`src/rtl/core_fetch_buffer.sv`:
```
// Instruction fetch buffer: packs 32-bit fetch words into a halfword queue and
// presents a two-halfword decode window with PC and fetch-error tags.
module core_fetch_buffer #(
  parameter int              BUF_HW   = 4,
  parameter int              XLEN     = 64,
  parameter logic [XLEN-1:0] PC_RESET = '0
) (
  input  logic            g_clk,
  input  logic            g_resetn,
  input  logic            f_push,
  output logic            f_ready,
  input  logic [31:0]     f_data,
  input  logic            f_hi_only,
  input  logic            f_err,
  input  logic            flush,
  input  logic [XLEN-1:0] flush_pc,
  output logic            s1_16bit,
  output logic            s1_32bit,
  output logic [31:0]     s1_instr,
  output logic [XLEN-1:0] s1_pc,
  output logic [1:0]      s1_ferr,
  input  logic            s2_eat_2,
  input  logic            s2_eat_4
);

  localparam int CW = $clog2(BUF_HW + 1);
  localparam logic [CW-1:0] RDY_MAX = CW'(BUF_HW - 2);

  logic [15:0]       data_q [BUF_HW];
  logic [15:0]       data_d [BUF_HW];
  logic [BUF_HW-1:0] err_q, err_d;
  logic [CW-1:0]     count_q, count_d;
  logic [XLEN-1:0]   pc_q, pc_d;

  logic          c_ge1, c_ge2, is32;
  logic          eat4_ok, eat2_ok, push_ok;
  logic [CW-1:0] eaten, pushed, cnt_after, cnt_after1;

  assign c_ge1 = (count_q != '0);
  assign c_ge2 = (count_q >= CW'(2));
  assign is32  = (data_q[0][1:0] == 2'b11);

  // A lone 32-bit half with a fetch error is still presented so decode can trap.
  assign s1_16bit = c_ge1 && !is32;
  assign s1_32bit = is32 && (c_ge2 || (c_ge1 && err_q[0]));
  assign s1_instr = {(c_ge2 ? data_q[1] : 16'h0), (c_ge1 ? data_q[0] : 16'h0)};
  assign s1_ferr  = {err_q[1] && c_ge2, err_q[0] && c_ge1};
  assign s1_pc    = pc_q;
  assign f_ready  = (count_q <= RDY_MAX);

  always_comb begin
    eat4_ok = s2_eat_4 && s1_32bit;
    eat2_ok = s2_eat_2 && !s2_eat_4 && s1_16bit;
    push_ok = f_push && f_ready;

    eaten = '0;
    if (eat4_ok)      eaten = c_ge2 ? CW'(2) : CW'(1);
    else if (eat2_ok) eaten = CW'(1);

    pushed = '0;
    if (push_ok) pushed = f_hi_only ? CW'(1) : CW'(2);

    cnt_after  = count_q - eaten;
    cnt_after1 = cnt_after + CW'(1);

    for (int i = 0; i < BUF_HW; i++) data_d[i] = data_q[i];
    err_d = err_q;

    // Shift out consumed halfwords one position at a time, ascending order.
    if (eaten != '0) begin
      for (int i = 0; i < BUF_HW - 1; i++) begin
        data_d[i] = data_d[i+1];
        err_d[i]  = err_d[i+1];
      end
    end
    if (eaten == CW'(2)) begin
      for (int i = 0; i < BUF_HW - 1; i++) begin
        data_d[i] = data_d[i+1];
        err_d[i]  = err_d[i+1];
      end
    end

    if (push_ok) begin
      for (int i = 0; i < BUF_HW; i++) begin
        if (CW'(i) == cnt_after) begin
          data_d[i] = f_hi_only ? f_data[31:16] : f_data[15:0];
          err_d[i]  = f_err;
        end else if (!f_hi_only && (CW'(i) == cnt_after1)) begin
          data_d[i] = f_data[31:16];
          err_d[i]  = f_err;
        end
      end
    end

    count_d = cnt_after + pushed;
    pc_d    = pc_q;
    if (eat4_ok)      pc_d = pc_q + XLEN'(4);
    else if (eat2_ok) pc_d = pc_q + XLEN'(2);

    if (flush) begin
      count_d = '0;
      pc_d    = flush_pc & ~XLEN'(1);
    end
  end

  always_ff @(posedge g_clk or negedge g_resetn) begin
    if (!g_resetn) begin
      count_q <= '0;
      pc_q    <= PC_RESET;
      err_q   <= '0;
    end else begin
      count_q <= count_d;
      pc_q    <= pc_d;
      err_q   <= err_d;
    end
  end

  // Halfword payload needs no reset: invalid entries are masked by count.
  always_ff @(posedge g_clk) begin
    for (int i = 0; i < BUF_HW; i++) data_q[i] <= data_d[i];
  end

  a_eat_onehot: assert property (@(posedge g_clk) disable iff (!g_resetn)
    !(s2_eat_2 && s2_eat_4));
  a_push_ready: assert property (@(posedge g_clk) disable iff (!g_resetn)
    !(f_push && !f_ready));

endmodule

```
`config.mk`:
```
export PLATFORM = sky130hd
export DESIGN_NAME = core_fetch_buffer
export DESIGN_NICKNAME = d
export VERILOG_FILES = /design/src/rtl/core_fetch_buffer.sv
export SDC_FILE = /design/constraint.sdc
export NUM_CORES = 1
export LEC_CHECK = 0
export CAP_MARGIN = 30
export CORE_ASPECT_RATIO = 0.6
export CORE_MARGIN = 10
export CORE_UTILIZATION = 54
export CTS_CLUSTER_DIAMETER = 100
export DETAILED_ROUTE_END_ITERATION = 8
export GPL_TIMING_DRIVEN = 0
export PLACE_DENSITY = 0.87
export RECOVER_POWER = 100
export SYNTH_ARGS = -nofsm -noshare
export SYNTH_HDL_FRONTEND = slang
export SYNTH_SLANG_ARGS = --single-unit
```
`constraint.sdc`:
```
create_clock -name g_clk -period 8.4 [get_ports g_clk]
set_input_delay 1.68 -clock g_clk [delete_from_list [all_inputs] [get_ports g_clk]]
set_output_delay 1.68 -clock g_clk [all_outputs]
set_load 0.02 [all_outputs]
```
==> results by group <==
Cells and area
  – ANT cells: 0
  – Commonest non-fill, non-tap cells in the layout: 126 x nand2_1, 101 x dlygate4sd3_1, 98 x clkdlybuf4s50_1, 70 x dfrtp_1, 62 x mux2_2
  – Area growth syn-to-layout: 36.4%
  – Layout cell share with drive strength beyond 1: 10.8%
  – Nets: 1191
  – Final Cell Area: around 11000 um2
  – Leading cell type in the layout, fill and taps excluded: nand2_1

Run status
  – Status: complete, but fails checks
  – Failing checks: max-capacitance violations, max-slew violations

Routing
  – DR vias: 8010
  – DRT antenna net count: 0
  – Vias/cell: 6.20
  – Drt initial violations: 1096
  – Drt total wl: 29.3 mm
  – Avg WL per Cell: between 20 and 25 um
  – Drt pass-1 iters: 6
  – Residual DRC: 0

CTS
  – Max clock buf depth: 2
  – CTS tree: done
  – Post-cts sizing count: 0
  – Root Driver: clkbuf_16
  – Setup repair bufs after CTS: 0
  – Number of H-tree levels: 4
  – Reg clk slew, reported paths: around 0.06 ns
  – Clock sink total: 134
  – Skew-Pair Late Insertion Delay: approximately 0.43 ns
  – CTS Buf Count: 17
  – CTS hold repair buffers: 0

GRT
  – Antenna violations before repair: 1
  – GRT overflow: 0
  – Vias in the first global route: between 7000 and 8000
  – Largest net degree at the start of global routing: 61
  – GR Util All Layers: ~28%
  – First-pass GRT wire length: 45.0 mm

Yosys
  – Area leader, netlist: dfrtp_1
  – Cells after Synth: 859
  – Ys Warns: 0
  – EDFF count, synth: 16
  – Top cells by area, synth: dfrtp_1 22%, dfxtp_1 12%, mux2_2 8.9%
  – Synth top area share: 22.3%
  – Fraction of registers with async set/reset: 52.2%
  – Flops & latches, synth: 134
  – Synth cell types: 61
  – Syn nets: 970
  – Mapped cell area: a little under 8000 um2
  – Share of the yosys chip area belonging to registers: about two fifths
  – Syn_area_per_cell: 9.15 um2
  – Synth Flop Type: dfrtp_1

Timing
  – Final hold vios: 0
  – Unrepaired setup endpoints after global routing: false
  – Final Cycle Share: ~91%
  – Rel. slew slack: -124%
  – Worst clock skew: 0.0108 ns
  – TNS Setup: 0 ns
  – Final min period: 7.62 ns
  – Worst-Margin Slew: about 3.4 ns
  – Max Clk Rate: approximately 0.13 GHz
  – Worst hold slack: 0.529 ns
  – Final-report setup violation count: 0
  – Max-slew violation count: 61

Power
  – Power, Total: approximately 3.8 mW
  – LEAKAGE: approximately 4.3 nW
  – PwrDens: 351 nW/um2
  – Max VDD drop: 0.202 mV

Die
  – Core area: 14400 um2
  – Chip height: 113 um
  – Die area: 19900 um2
  – Cell row count: 34
  – Initial core utilization: a little over half
  – Die width: 176 um
  – Ports: roughly 210

Run
  – Max Cap Violations: 2

Setup path
  – Worst EP required: 8.73 ns
  – Kind of critical path: input pin to register
  – Peak fanout along the critical path: 10
  – Worst path arrival time: 7.95 ns
  – CP Capture Type: register
  – CP Launch Type: input pin

Hold path
  – Tightest Hold Check Type: register to register

Placed design
  – Post-DP Area: 10100 um2
  – Routability cong.: 0.962
  – Port Buffers: 200
  – Dpl hpwl: between 20 and 25 mm
layout make-up:
class	instances	area, um2
Multi-Input combinational cell	661	4380
Fill cell	1049	3660
Sequential cell	134	3190
Timing Repair Buffer	202	2010
Clock buffer	21	450
Tap cell	198	248
Buffer	54	226
Clock inverter	11	175
Inverter	10	37.5
synthesized netlist by cell type (all sizes together), types with 6 or more instances:
master  count
nand2     127
dfrtp      70
mux2       62
nor2       61
dfxtp      48
o21ai      47
clkbuf     40
xor2       37
nand4      33
a21oi      23
a31oi      23
and2       22
nand3      22
nor2b      22
a211oi     19
xnor2      19
and3       18
a22o       17
mux2i      17
edfxtp     16
buf        14
o31ai      12
o22ai      11
inv         9
nor3        8
or3         8
a21o        7
a311oi      7
and4        6
nor4        6
worst paths after layout:
path                                 startpoint  slack (ns)  cells after the start               endpoint
max                                    s2_eat_4        0.78                     21   data_q[0][4]$_DFF_P_
min                        data_q[2][0]$_DFF_P_        0.53                      2   data_q[1][0]$_DFF_P_
max reg2reg                count_q[1]$_DFF_PN0_        1.72                     19   data_q[0][4]$_DFF_P_
min reg2reg                data_q[2][0]$_DFF_P_        0.53                      2   data_q[1][0]$_DFF_P_
max in group asynchronous              g_resetn        3.59                      2  s1_pc[42]$_DFFE_PN0P_
min in group asynchronous              g_resetn        1.22                      1  s1_pc[22]$_DFFE_PN0P_
sequential cells by signal, summed over array words and instances, names as in the netlist:
name	cells
data_q	64
s1_pc	63
err_q	4
count_q	3
stage by stage:
step | utilization, % | worst slack [ns] | instances
after global placement | 70.3 | 0.729 | 1257
after CTS | 74.9 | 1.50 | 1291
after detailed placement | 70.6 | 1.12 | 1259
after floorplan | - | 2.65 | 859
final | 74.6 | 0.784 | 1291
after global routing | 74.6 | 0.581 | 1291
per-layer routing:
metal / vias to the layer above / routed length [um] / GRT usage [%] / part of all wire [%]
met5: - / 13 / 0 / 0.044
met4: 2 / 548 / 8.16 / 1.9
met3: 48 / 3570 / 7.95 / 12
met2: 532 / 12900 / 42.1 / 44
met1: 3870 / 12300 / 39.8 / 42
li1: 3558 / - / - / -
critical path, stage by stage:
cell and delay [ns]:
dlygate4sd3_1 0.58, and3_1 0.17, nand2_1 0.26, nor2_1 0.27, inv_1 0.40, nand2_1 0.13, inv_2 0.21, clkbuf_1 0.67
ha_1 0.28, inv_1 0.05, fa_1 0.37, xnor2_1 0.63, inv_2 0.10, ha_1 0.31, nand2b_1 0.14, nor2_1 0.14
a21oi_1 0.08, nor2_1 0.55, clkbuf_1 0.58, a211oi_1 0.12, a31oi_1 0.22
kinds of logic (layout without fill, tap and decap cells):
| logic type | Yosys count | after routing | synth area share [%] |
|---|---|---|---|
| buffers and inverters | 64 | 298 | 3.41 |
| other | 1 | 1 | 0.0477 |
| and+or+nand+nor | 342 | 342 | 22.4 |
| AOI/OAI and AO/OA | 176 | 176 | 14.9 |
| DFF | 134 | 134 | 40.6 |
| xor gates and xnor gates | 56 | 56 | 6.24 |
| adders and majority gates | 7 | 7 | 1.31 |
| muxes | 79 | 79 | 11.1 |
power by group:
group | leakage [nW] | internal (mW) | switching, mW
Clock | 0.297 | 0.506 | 0.299
Combinational | 2.59 | 0.774 | 1.16
Sequential | 1.39 | 0.867 | 0.163
Power figures use the tool's default switching activity.
